$ cat config.mk
export PLATFORM = sky130hd
export DESIGN_NAME = incr_stream_monitor
export DESIGN_NICKNAME = d
export VERILOG_FILES = /design/src/rtl/incr_stream_monitor.sv
export SDC_FILE = /design/constraint.sdc
export NUM_CORES = 1
export LEC_CHECK = 0
export CORE_AREA = 2 2 75 77
export CTS_CLUSTER_SIZE = 28
export DETAILED_ROUTE_END_ITERATION = 7
export DIE_AREA = 0 0 77 79
export PLACE_DENSITY = 0.74
export RECOVER_POWER = 100
export SYNTH_ARGS = -nofsm -noshare
export SYNTH_HDL_FRONTEND = slang
export SYNTH_SLANG_ARGS = --single-unit
$ cat constraint.sdc
create_clock -name clk -period 2.4 [get_ports clk]
set_clock_uncertainty 0.15 [all_clocks]
set_input_delay 0.36 -clock clk [delete_from_list [all_inputs] [get_ports clk]]
set_output_delay 0.36 -clock clk [all_outputs]
set_load 0.02 [all_outputs]
$ cat src/rtl/incr_stream_monitor.sv
// ---------------------------------------------------------------------------
// incr_stream_monitor
//   Consumes the 8-bit incrementing counter stream, one sample per clock.
//   Sums fixed windows of WIN valid samples and pulses each completed sum out.
//   Independently checks that successive valid samples step by +1 (mod 256)
//   and keeps a saturating count of violations.
//
//   Optional feature (macro INCR_STREAM_MON_WRAP_CNT_EN):
//     defined   : __out3 counts valid 0xFF->0x00 steps (mod 256)
//     undefined : __out3 tied to 8'h00
//
// Ports
//   clk    in   1      clock, rising edge
//   rst    in   1      synchronous, active-high reset
//   __in0  in   8      sample from upstream counter
//   __in1  in   1      sample valid
//   __out0 out  SUM_W  last completed window sum, held until next completion
//   __out1 out  1      one-cycle pulse per completed window
//   __out2 out  ERR_W  saturating sequence-error count
//   __out3 out  8      wrap count (see macro above)
// ---------------------------------------------------------------------------
module incr_stream_monitor #(
  parameter  int unsigned WIN   = 4,
  parameter  int unsigned ERR_W = 8,
  localparam int unsigned SUM_W = 8 + $clog2(WIN)
) (
  input  logic             clk,
  input  logic             rst,
  input  logic [7:0]       __in0,
  input  logic             __in1,
  output logic [SUM_W-1:0] __out0,
  output logic             __out1,
  output logic [ERR_W-1:0] __out2,
  output logic [7:0]       __out3
);

  localparam int unsigned CNT_W = $clog2(WIN + 1);

  typedef enum logic [1:0] {
    S_IDLE  = 2'd0,
    S_ACCUM = 2'd1,
    S_EMIT  = 2'd2
  } state_t;

  state_t           r_state;
  logic [SUM_W-1:0] r_acc;
  logic [CNT_W-1:0] r_cnt;
  logic [SUM_W-1:0] r_sum;
  logic             r_pulse;
  logic [7:0]       r_prev;
  logic             r_prev_vld;
  logic [ERR_W-1:0] r_err;

  logic [SUM_W-1:0] w_acc_next;
  logic [SUM_W-1:0] w_sample;
  logic             w_seq_err;

  assign w_sample   = SUM_W'(__in0);
  assign w_acc_next = r_acc + w_sample;
  assign w_seq_err  = r_prev_vld && (__in0 != 8'(r_prev + 8'd1));

  // Window accumulation FSM; only valid cycles advance it.
  always_ff @(posedge clk) begin
    if (rst) begin
      r_state <= S_IDLE;
      r_acc   <= '0;
      r_cnt   <= '0;
      r_sum   <= '0;
      r_pulse <= 1'b0;
    end else begin
      r_pulse <= 1'b0;
      case (r_state)
        S_IDLE: begin
          if (__in1) begin
            r_acc   <= w_sample;
            r_cnt   <= CNT_W'(1);
            r_state <= S_ACCUM;
          end
        end
        S_ACCUM: begin
          if (__in1) begin
            r_acc <= w_acc_next;
            r_cnt <= r_cnt + CNT_W'(1);
            // This sample completes the window.
            if (r_cnt == CNT_W'(WIN - 1)) begin
              r_sum   <= w_acc_next;
              r_pulse <= 1'b1;
              r_state <= S_EMIT;
            end
          end
        end
        S_EMIT: begin
          // A valid sample here opens the next window so none is lost.
          if (__in1) begin
            r_acc   <= w_sample;
            r_cnt   <= CNT_W'(1);
            r_state <= S_ACCUM;
          end else begin
            r_state <= S_IDLE;
          end
        end
        default: r_state <= S_IDLE;
      endcase
    end
  end

  // Sequence checker, independent of the window FSM.
  always_ff @(posedge clk) begin
    if (rst) begin
      r_prev     <= '0;
      r_prev_vld <= 1'b0;
      r_err      <= '0;
    end else if (__in1) begin
      if (w_seq_err && (r_err != {ERR_W{1'b1}})) begin
        r_err <= r_err + ERR_W'(1);
      end
      r_prev     <= __in0;
      r_prev_vld <= 1'b1;
    end
  end

`ifdef INCR_STREAM_MON_WRAP_CNT_EN
  logic [7:0] r_wrap;

  // Count genuine 0xFF -> 0x00 steps between consecutive valid samples.
  always_ff @(posedge clk) begin
    if (rst) begin
      r_wrap <= '0;
    end else if (__in1 && r_prev_vld && (r_prev == 8'hFF) && (__in0 == 8'h00)) begin
      r_wrap <= r_wrap + 8'd1;
    end
  end

  assign __out3 = r_wrap;
`else
  assign __out3 = 8'h00;
`endif

  assign __out0 = r_sum;
  assign __out1 = r_pulse;
  assign __out2 = r_err;

endmodule

==> results_dict.tcl <==
set metrics [dict create \
    cts.clk_slew.worst_paths_ns 0.09 \
    h-tree-depth 2 \
    powerDensity_mw_per_mm2 528.8 \
    drive_gt1_frac 0.1320 \
    clkLatencyLatePin_ns 0.31 \
    cts_tree "yes" \
    ys_async_sr_fraction 0 \
    p_leak_nw 1.341 \
    crit_slowest_cell "a2111o_1" \
    cts_buffers 5 \
    cp_cell_sequence "ha_1 > a21o_1 > a21o_1 > a2111o_1 > a21oi_2 > xor2_1 > a2111oi_1" \
    die_area_sq_mm 0.006083 \
    drt-total-wl_mm 5.496 \
    synth_edf_count 0 \
    grt_max_degree 31 \
    fp.dieW_um 77 \
    synth_warnings 0 \
    grt_pass1_vias 2027 \
    start_util 0.4545 \
    final_antenna_net_count 0 \
    gp_congestion 0.8905 \
    critPathMaxStageDelay_ns 0.45 \
    cts_sinks 43 \
    arrival_ns 2.37 \
    crit_path_start_kind "register" \
    ys_ff_latch 43 \
    wl_per_cell_um 13.31 \
    fin_crit_ns 2.318 \
    grt_overflow 0 \
    drv_cap 0 \
    end_kind "register" \
    finalHoldViolCount 0 \
    setup_viol_count_final 0 \
    syn_to_final_growth_pct 26.15 \
    final_max_slew_viol_count 0 \
    syn-mean-instance-area_sq_um 8.513 \
    grt_first_pass_wirelength_mm 9.204 \
    antenna_found_initial 0 \
    rsz0062_at_grt "no" \
    vias 2198 \
    portBuffers 29 \
    hp-class "reg -> reg" \
    worst_slew_pin_slew_ns 0.5814 \
    fin_setup_tns_ns 0 \
    routed_via_density 5.322 \
    critPathRequiredTime_ns 2.45 \
    synth_area_sq_mm 0.002426 \
    fmax_mhz 431.4 \
    cts_buffer_depth 2 \
    synth-main-ff-cell "dfxtp_1" \
    critPathKind "reg -> reg" \
    rows 27 \
    ioPinCount 38 \
    core_sq_mm 0.005338 \
    drt_iter0_markers 122 \
    path_common_cell "a21o_1" \
    finalPower_mw 1.618 \
    nets 364 \
    grtUsageTotal 0.1897 \
    fin_util 0.5734 \
    route.detailed.drc 0 \
    synth_cells 285 \
    dp_hpwl_mm 3.942 \
    ir_drop_mv 0.3465 \
    slew_headroom 0.6124 \
    cp_max_fo 2 \
    dr.pass1.iters 4 \
    die_h_um 79 \
    run_status "finished clean" \
    ys_seq_area_frac 0.3548 \
    n_antenna_cell 0 \
    finalCritPeriodShare 0.9659 \
    ys_types 48 \
    root_buffer "clkbuf_8" \
]
==> placed cells by master (no fill, tap or decap), types with 6 or more instances in the layout <==
| cell type | synthesis | routed |
|---|---|---|
| conb_1 | 1 | 8 |
| o31ai_1 | 6 | 6 |
| ha_1 | 12 | 10 |
| nor2_1 | 39 | 39 |
| a211oi_1 | 7 | 7 |
| nand2_1 | 24 | 24 |
| dfxtp_1 | 43 | 43 |
| dlygate4sd3_1 | 0 | 20 |
| nand3_1 | 8 | 8 |
| clkdlybuf4s50_1 | 0 | 6 |
| a21o_1 | 7 | 7 |
| clkbuf_8 | 0 | 6 |
| a21oi_1 | 24 | 23 |
| mux2i_1 | 13 | 13 |
| xor2_1 | 9 | 9 |
| inv_1 | 8 | 8 |
| xnor2_1 | 8 | 8 |
| or4_1 | 6 | 6 |
| buf_4 | 8 | 27 |
==> cell type report <==
type                       count  area (sq um)
clock inverter                 2         16.27
tap                           72         90.09
fill                         529          2277
timing repair buffer          62         523.0
multi-input combinational    220          1458
sequential                    43         860.8
clock buffer                   6         82.58
inverter                       8         30.03
==> worst paths after layout <==
kind / depth (start not counted) / to / slack (ns) / from
setup / recovery: 7 / r_acc[7] / 0.08 / r_acc[1]
hold / removal: 2 / __out0[4] / 0.31 / __out0[4]
setup reg to reg: 7 / r_acc[7] / 0.08 / r_acc[1]
hold reg to reg: 2 / __out0[4] / 0.31 / __out0[4]
==> logic make-up (layout without fill, tap and decap cells) <==
logic type | after synthesis | count (layout) | share of synthesized area
AOI/OAI and AO/OA | 64 | 64 | 0.1836
xor gates and xnor gates | 18 | 18 | 0.06808
adders and majority gates | 13 | 13 | 0.07014
buffers and inverters | 29 | 78 | 0.06034
DFF | 43 | 43 | 0.3548
muxes | 13 | 13 | 0.05363
other | 1 | 8 | 0.001546
and+or+nand+nor | 104 | 104 | 0.2078
==> where the power goes <==
part | total (mW) | switching (mW) | internal, mW
Sequential | 0.760 | 0.0206 | 0.739
Combinational | 0.354 | 0.184 | 0.169
Clock | 0.505 | 0.270 | 0.235
Total | 1.62 | 0.475 | 1.14
==> per-stage QoR <==
step	instance area (sq um)	setup slack, ns	hold WS, ns	cells
2_1_floorplan	2452	0.08888	0.2845	292
3_3_place_gp	2957	-0.4616	0.2956	404
3_5_place_dp	2957	-0.5261	0.3002	404
4_1_cts	3068	0.009291	0.3140	413
5_1_grt	3060	0.01509	0.3310	413
6_report	3060	0.08190	0.3085	413
==> synth_stat cells, drive strengths merged (2+ instances only) <==
cell | count | area (sq um)
dfxtp | 43 | 860.8
nor2 | 39 | 146.4
a21oi | 24 | 120.1
nand2 | 24 | 90.09
mux2i | 13 | 130.1
ha | 12 | 150.1
clkbuf | 11 | 41.29
buf | 10 | 75.07
xnor2 | 9 | 86.34
xor2 | 9 | 78.83
inv | 8 | 30.03
nand3 | 8 | 40.04
a211oi | 7 | 52.55
a21o | 7 | 52.55
o31ai | 6 | 45.04
or4 | 6 | 45.04
nor3 | 5 | 25.02
and3 | 4 | 25.02
nand3b | 4 | 30.03
o21ai | 4 | 20.02
and2 | 3 | 18.77
o21a | 3 | 22.52
a22oi | 2 | 15.01
nand4b | 2 | 17.52
o2111ai | 2 | 17.52
==> worst max-delay path: cells and delay by family (launching register included) <==
| kind | cells | cell delay [ns] |
|---|---|---|
| xor gates and xnor gates | 1 | 0.12 |
| AOI/OAI and AO/OA | 5 | 1.36 |
| adders and majority gates | 1 | 0.26 |
| DFF | 1 | 0.33 |
==> state kept, by name, indices dropped and copies added, names as in the netlist <==
name / flops
__out0: 10
r_cnt: 3
r_acc: 10
__out1: 1
r_prev: 8
__out2: 8
r_prev_vld: 1
r_state: 2
==> repair_timing <==
item | 4_1_cts | 5_1_grt
endpoints found under the setup margin | 4 | 8
hold buffers | 0 | 0
setup buffers | 1 | 0
pin swaps | 4 | 8
resized for setup | 3 | 8
==> metal layers <==
| metal | track usage | share of wire | vias up |
|---|---|---|---|
| met1 | 0.2323 | 0.47 | 1042 |
| met4 | 0.08393 | 0.015 | 0 |
| met2 | 0.3228 | 0.47 | 44 |
| met3 | 0.03977 | 0.037 | 9 |
| li1 | - | - | 1103 |
| met5 | 0 | 0 | - |
Note: power is estimated with default switching activity, not from simulation.
